**src/rtl/hazard_scoreboard.sv**
```systemverilog
// Pipeline hazard/forwarding unit: decode stall, registered X-stage forward selects, mult/div tracker.
// Define HAZARD_PERF_CNT_EN to add saturating stall/flush performance counters.
module hazard_scoreboard #(
    parameter int unsigned MD_LATENCY = 32,
    parameter int unsigned REG_W      = 5
) (
    input  logic             clock_i,
    input  logic             reset_i,
    input  logic             dec_valid_i,
    input  logic [REG_W-1:0] dec_rs_i,
    input  logic [REG_W-1:0] dec_rb_i,
    input  logic             dec_use_a_i,
    input  logic             dec_use_b_i,
    input  logic             dec_rwe_i,
    input  logic [REG_W-1:0] dec_wreg_i,
    input  logic             dec_is_lw_i,
    input  logic             dec_is_md_i,
    input  logic             flush_i,
    output logic             stall_o,
    output logic [1:0]       fwd_a_sel_o,
    output logic [1:0]       fwd_b_sel_o,
`ifdef HAZARD_PERF_CNT_EN
    output logic [31:0]      perf_stall_lu_o,
    output logic [31:0]      perf_stall_md_o,
    output logic [31:0]      perf_flush_o,
`endif
    output logic             md_busy_o,
    output logic             md_done_o,
    output logic [REG_W-1:0] md_wreg_o
);

    localparam logic [1:0] SelRf = 2'b00;
    localparam logic [1:0] SelM  = 2'b01;
    localparam logic [1:0] SelW  = 2'b10;
    localparam int unsigned CntW = 6;

    // The W stage is not tracked: the regfile is write-first, so nothing reads it.
    logic             x_valid_q, x_valid_d, x_rwe_q, x_rwe_d, x_is_lw_q, x_is_lw_d;
    logic             x_is_md_q, x_is_md_d;
    logic [REG_W-1:0] x_wreg_q, x_wreg_d;
    logic             m_valid_q, m_rwe_q, m_is_md_q;
    logic [REG_W-1:0] m_wreg_q;
    logic             md_busy_q, md_busy_d;
    logic [REG_W-1:0] md_wreg_q, md_wreg_d;
    logic [CntW-1:0]  md_cnt_q, md_cnt_d;
    logic [1:0]       fwd_a_q, fwd_a_d, fwd_b_q, fwd_b_d;

    logic             a_live, b_live, a_x, b_x, a_m, b_m;
    logic             lu_haz, md_pend, md_data_haz, md_struct_haz, stall_raw, issue;
    logic [REG_W-1:0] md_reg;

    function automatic logic [1:0] fwd_sel(input logic hit_x, input logic x_lw, input logic x_md,
                                           input logic hit_m, input logic m_md);
        if (hit_x && !x_lw && !x_md) return SelM;
        if (hit_m && !m_md)          return SelW;
        return SelRf;
    endfunction

    always_comb begin
        a_live = dec_use_a_i && (dec_rs_i != '0);
        b_live = dec_use_b_i && (dec_rb_i != '0);
        a_x    = a_live && x_valid_q && x_rwe_q && (x_wreg_q == dec_rs_i);
        b_x    = b_live && x_valid_q && x_rwe_q && (x_wreg_q == dec_rb_i);
        a_m    = a_live && m_valid_q && m_rwe_q && (m_wreg_q == dec_rs_i);
        b_m    = b_live && m_valid_q && m_rwe_q && (m_wreg_q == dec_rb_i);
        lu_haz = x_is_lw_q && (a_x || b_x);

        // A mult/div still sitting in X is as pending as one already counting down.
        md_pend       = md_busy_q || (x_valid_q && x_is_md_q);
        md_reg        = md_busy_q ? md_wreg_q : x_wreg_q;
        md_data_haz   = md_pend && ((a_live && (dec_rs_i == md_reg)) ||
                                    (b_live && (dec_rb_i == md_reg)) ||
                                    (dec_rwe_i && (dec_wreg_i != '0) && (dec_wreg_i == md_reg)));
        md_struct_haz = md_pend && dec_is_md_i;

        stall_raw = dec_valid_i && (lu_haz || md_data_haz || md_struct_haz);
        issue     = dec_valid_i && !stall_raw && !flush_i;

        x_valid_d = issue;
        x_rwe_d   = dec_rwe_i;
        x_wreg_d  = dec_wreg_i;
        x_is_lw_d = dec_is_lw_i;
        x_is_md_d = dec_is_md_i;
        fwd_a_d   = issue ? fwd_sel(a_x, x_is_lw_q, x_is_md_q, a_m, m_is_md_q) : SelRf;
        fwd_b_d   = issue ? fwd_sel(b_x, x_is_lw_q, x_is_md_q, b_m, m_is_md_q) : SelRf;
    end

    always_comb begin
        md_busy_d = md_busy_q;
        md_wreg_d = md_wreg_q;
        md_cnt_d  = md_cnt_q;
        if (md_busy_q) begin
            if (md_cnt_q == '0) md_busy_d = 1'b0;
            else                md_cnt_d  = md_cnt_q - CntW'(1);
        end
        if (x_valid_q && x_is_md_q) begin
            md_busy_d = 1'b1;
            md_wreg_d = x_wreg_q;
            md_cnt_d  = CntW'(MD_LATENCY - 1);
        end
    end

    always_ff @(posedge clock_i) begin
        if (reset_i) begin
            x_valid_q <= 1'b0;
            x_rwe_q   <= 1'b0;
            x_wreg_q  <= '0;
            x_is_lw_q <= 1'b0;
            x_is_md_q <= 1'b0;
            m_valid_q <= 1'b0;
            m_rwe_q   <= 1'b0;
            m_wreg_q  <= '0;
            m_is_md_q <= 1'b0;
            md_busy_q <= 1'b0;
            md_wreg_q <= '0;
            md_cnt_q  <= '0;
            fwd_a_q   <= SelRf;
            fwd_b_q   <= SelRf;
        end else begin
            x_valid_q <= x_valid_d;
            x_rwe_q   <= x_rwe_d;
            x_wreg_q  <= x_wreg_d;
            x_is_lw_q <= x_is_lw_d;
            x_is_md_q <= x_is_md_d;
            m_valid_q <= x_valid_q;
            m_rwe_q   <= x_rwe_q;
            m_wreg_q  <= x_wreg_q;
            m_is_md_q <= x_is_md_q;
            md_busy_q <= md_busy_d;
            md_wreg_q <= md_wreg_d;
            md_cnt_q  <= md_cnt_d;
            fwd_a_q   <= fwd_a_d;
            fwd_b_q   <= fwd_b_d;
        end
    end

    assign stall_o     = stall_raw && !flush_i;
    assign fwd_a_sel_o = fwd_a_q;
    assign fwd_b_sel_o = fwd_b_q;
    assign md_busy_o   = md_busy_q;
    assign md_done_o   = md_busy_q && (md_cnt_q == '0) && !reset_i;
    assign md_wreg_o   = md_wreg_q;

`ifdef HAZARD_PERF_CNT_EN
    logic [31:0] perf_lu_q, perf_md_q, perf_fl_q;

    always_ff @(posedge clock_i) begin
        if (reset_i) begin
            perf_lu_q <= '0;
            perf_md_q <= '0;
            perf_fl_q <= '0;
        end else begin
            if (stall_o && lu_haz && (perf_lu_q != '1)) perf_lu_q <= perf_lu_q + 32'd1;
            if (stall_o && (md_data_haz || md_struct_haz) && (perf_md_q != '1)) begin
                perf_md_q <= perf_md_q + 32'd1;
            end
            if (flush_i && (perf_fl_q != '1)) perf_fl_q <= perf_fl_q + 32'd1;
        end
    end

    assign perf_stall_lu_o = perf_lu_q;
    assign perf_stall_md_o = perf_md_q;
    assign perf_flush_o    = perf_fl_q;
`endif

endmodule

```
**config.mk**
```make
export PLATFORM = sky130hd
export DESIGN_NAME = hazard_scoreboard
export DESIGN_NICKNAME = d
export VERILOG_FILES = /design/src/rtl/hazard_scoreboard.sv
export SDC_FILE = /design/constraint.sdc
export NUM_CORES = 1
export LEC_CHECK = 0
export ABC_CLOCK_PERIOD_IN_PS = 4750
export BUFFER_PORTS_ARGS = -buffer_cell sky130_fd_sc_hd__buf_2
export CAP_MARGIN = 20
export CELL_PAD_IN_SITES_DETAIL_PLACEMENT = 1
export CELL_PAD_IN_SITES_GLOBAL_PLACEMENT = 1
export CORE_ASPECT_RATIO = 0.8
export CORE_MARGIN = 10
export CORE_UTILIZATION = 40
export DETAILED_ROUTE_END_ITERATION = 7
export GPL_TIMING_DRIVEN = 1
export PLACE_DENSITY = 0.87
export SETUP_SLACK_MARGIN = 0.15
export SLEW_MARGIN = 25
export SYNTH_ARGS = -nofsm -noshare
export SYNTH_HDL_FRONTEND = slang
export SYNTH_SLANG_ARGS = --single-unit
```
**constraint.sdc**
```tcl
create_clock -name clock_i -period 4.75 [get_ports clock_i]
set_clock_uncertainty 0.15 [all_clocks]
set_input_delay 1.1875 -clock clock_i [delete_from_list [all_inputs] [get_ports clock_i]]
set_output_delay 1.1875 -clock clock_i [all_outputs]
set_load 0.01 [all_outputs]
```
==> results.toml <==
[timing]
hold_violations = 0
layout_setup_ws_ns = 0.540
rsz0062_at_grt = "no"
period_share = 0.886
holdWs_ns = 0.331
setup_viol = 0
period_minus_slack_ns = 4.21
drv_slew = 0
slew_headroom = 0.609
worstMarginPinSlew_ns = 0.570
fin_setup_tns_ns = 0
fmax_mhz = 238

[global_route]
overflow = 0
grt_max_degree = 27
antenna_found_initial = 0
grt_pass1_vias = 1484
grt_first_pass_wirelength_um = 7490
track_usage = 0.131

[worst_setup_path]
crit_fanout = 14
reg2reg_slack_ns = 2.13
crit_cells = 7
crit_start = "md_busy_o$_SDFF_PP0_"
path_buf_inv = 1
cp_top_family = "flip-flops"
timing.rr.start = "md_busy_o$_SDFF_PP0_"
cp-endpoint = "stall_o"
slowest_delay_ns = 0.71
cpMaxStageDelayCell = "dfxtp_1"
path_cells = "mux2i_1 -> xor2_1 -> nand3_1 -> o41ai_1 -> nand4b_4 -> and3b_2 -> buf_2"
worst-setup-path-type = "reg -> out"
crit_required_ns = 3.41
arrival_ns = 2.87
r2r_cells = 6
r2r-end = "fwd_a_sel_o[0]$_SDFF_PP0_"
cp-end-kind = "output port"
cp-start-kind = "flip-flop"

[synthesis]
synth.largest_area_cell = "dfxtp_1"
synth_fp_nets = 192
async_reset_ff_frac = 0
synth_top_area_share = 0.402
ys_ff_latch = 33
postSynthAreaPerCell_um2 = 9.84
syn-instance-count = 167
ys_types = 35
synth_top_flop_cell = "dfxtp_1"
yosysSeqAreaShare = 0.402
syn_area_mm2 = 0.00164
synthTopCellsByArea = "dfxtp_1 (40%), xnor2_1 (13%), xor2_1 (7.5%), nor2b_1 (6.1%), mux2i_1 (3.7%)"
synth-edff-count = 0
yosysWarningCount = 0

[power_and_ir_drop]
p_clk_frac = 0.416
power_frac_comb = 0.115
swShare = 0.244
p_total_mw = 0.631
power_switching_mw = 0.154
p_per_area_mw_per_mm2 = 318
p_int_mw = 0.477
p_leak_nw = 0.793
seqPwrFrac = 0.469
ir_drop_mv = 0.190

[die]
die_h_um = 77.3
die_w_um = 91.7
initial_core_util = 0.424
io_pins = 36
coreArea_mm2 = 0.00388
die_area_mm2 = 0.00709
core.rowCount = 20

[cells_and_area]
antenna_cells = 0
fin_util = 0.512
n_fill_cell = 465
finalNetCount = 230
fin_area_mm2 = 0.00198
final_common_cell = "buf_2"
drive_gt1_frac = 0.257
final_cells = 261
final_cell_mix = "buf_2 (35), dfxtp_1 (33), xnor2_1 (25), nor2b_1 (16), xor2_1 (14)"
seq_area_um2 = 661
multiInputGateArea_um2 = 957
area_delta_synth_final_pct = 20.7

[clock_tree]
cts_made_buffers = 5
post_cts_buffers = 0
cts.sinks = 33
clock_path_buffers = 2
root_buffer = "clkbuf_8"
cts_tree = "built"
htreeDepth = 2
cts_hold_buf = 0
cts_resized = 0
path_clk_slew_ns = 0.07
clk_latency_ns = 0.29

[detailed_routing]
routed_wl_um = 4510
drtPass1Iterations = 4
viasPerCell = 5.21
wl_per_cell_um = 17.3
ant_nets = 0
via_count = 1361
drt-initial-drc-count = 44
drc_errors = 0

[placement]
placed_cell_area_mm2 = 0.00187
pre_cts_slack_ns = 0.555
dpl.cell_count = 253
gp_congestion = 0.929
port_buffers = 35
hpwl_um = 3650

[min_path]
hold_path.class = "reg -> reg"

[run_status]
status = "complete, no violations"

[flow_run]
drv_cap = 0
[per-layer routing]
layer	vias to the layer above	track usage	share of wire
met2	28	0.207	0.46
met4	0	0.0563	0.014
li1	662	-	-
met1	667	0.165	0.49
met5	-	0	0
met3	4	0.0346	0.037
[logic make-up (layout without fill, tap and decap cells)]
kind of cell | count (synthesis) | in the layout | share of synthesized area
AND/OR/NAND/NOR | 61 | 61 | 0.236
XOR/XNOR | 39 | 39 | 0.208
flip-flops | 33 | 33 | 0.402
AO/OA/AOI/OAI | 21 | 21 | 0.0944
multiplexers | 6 | 6 | 0.0365
buffers and inverters | 6 | 45 | 0.0160
adder cells (fa/ha/maj) | 1 | 1 | 0.00761
[worst register-to-register path: cells and delay by family, from the launching register on]
family	cells	cell delay [ns]
flops	1	0.71
xor+xnor	1	0.19
compound gates	1	0.44
mux	1	0.58
simple gates	3	0.45
[final cells by class]
cell class | count | area share
multi-input combinational | 128 | 0.482
sequential | 33 | 0.333
timing repair buffer | 35 | 0.0883
clock buffer | 5 | 0.0347
tap | 55 | 0.0347
clock inverter | 3 | 0.0233
inverter | 2 | 0.00378
[worst min-delay path by stage]
stage | from | endpoint | slack [ns] | cells past startpoint
6_report | x_rwe_q$_SDFF_PP0_ | m_rwe_q$_SDFF_PP0_ | 0.33 | 1
5_1_grt | x_rwe_q$_SDFF_PP0_ | m_rwe_q$_SDFF_PP0_ | 0.36 | 1
4_1_cts | x_rwe_q$_SDFF_PP0_ | m_rwe_q$_SDFF_PP0_ | 0.33 | 1
3_5_place_dp | x_rwe_q$_SDFF_PP0_ | m_rwe_q$_SDFF_PP0_ | 0.32 | 1
3_3_place_gp | x_rwe_q$_SDFF_PP0_ | m_rwe_q$_SDFF_PP0_ | 0.31 | 1
2_1_floorplan | x_rwe_q$_SDFF_PP0_ | m_rwe_q$_SDFF_PP0_ | 0.29 | 1
[registers in the layout (all words and copies together) (netlist names)]
| name | flops |
|---|---|
| m_wreg_q | 5 |
| x_wreg_q | 5 |
| fwd_a_sel_o | 2 |
| m_rwe_q | 1 |
| x_is_md_q | 1 |
| x_valid_q | 1 |
| m_valid_q | 1 |
| x_is_lw_q | 1 |
| md_wreg_o | 5 |
| m_is_md_q | 1 |
| x_rwe_q | 1 |
| md_cnt_q | 6 |
| md_busy_o | 1 |
| fwd_b_sel_o | 2 |
[synth_stat cells, types with 3 or more instances]
library cell and number:
nand2_1 6, o21ai_2 3, o22a_1 5, nor2_1 5
or4_1 3, clkbuf_1 3, xor2_1 14, nor4_1 6
mux2i_1 6, a21oi_1 7, nor2b_1 16, xnor2_1 25
dfxtp_1 33, nand3_1 5, nor3_1 6
[power by group through the flow]
stage | registers, mW | clock network, mW | logic (mW)
finish | 0.296 | 0.263 | 0.0727
detailed placement | 0.302 | 0 | 0.0726
global placement | 0.302 | 0 | 0.0707
floorplan | 0.299 | 0 | 0.0442
global route | 0.297 | 0.281 | 0.0806
CTS | 0.296 | 0.269 | 0.0734
Note: power is estimated with default switching activity, not from simulation.
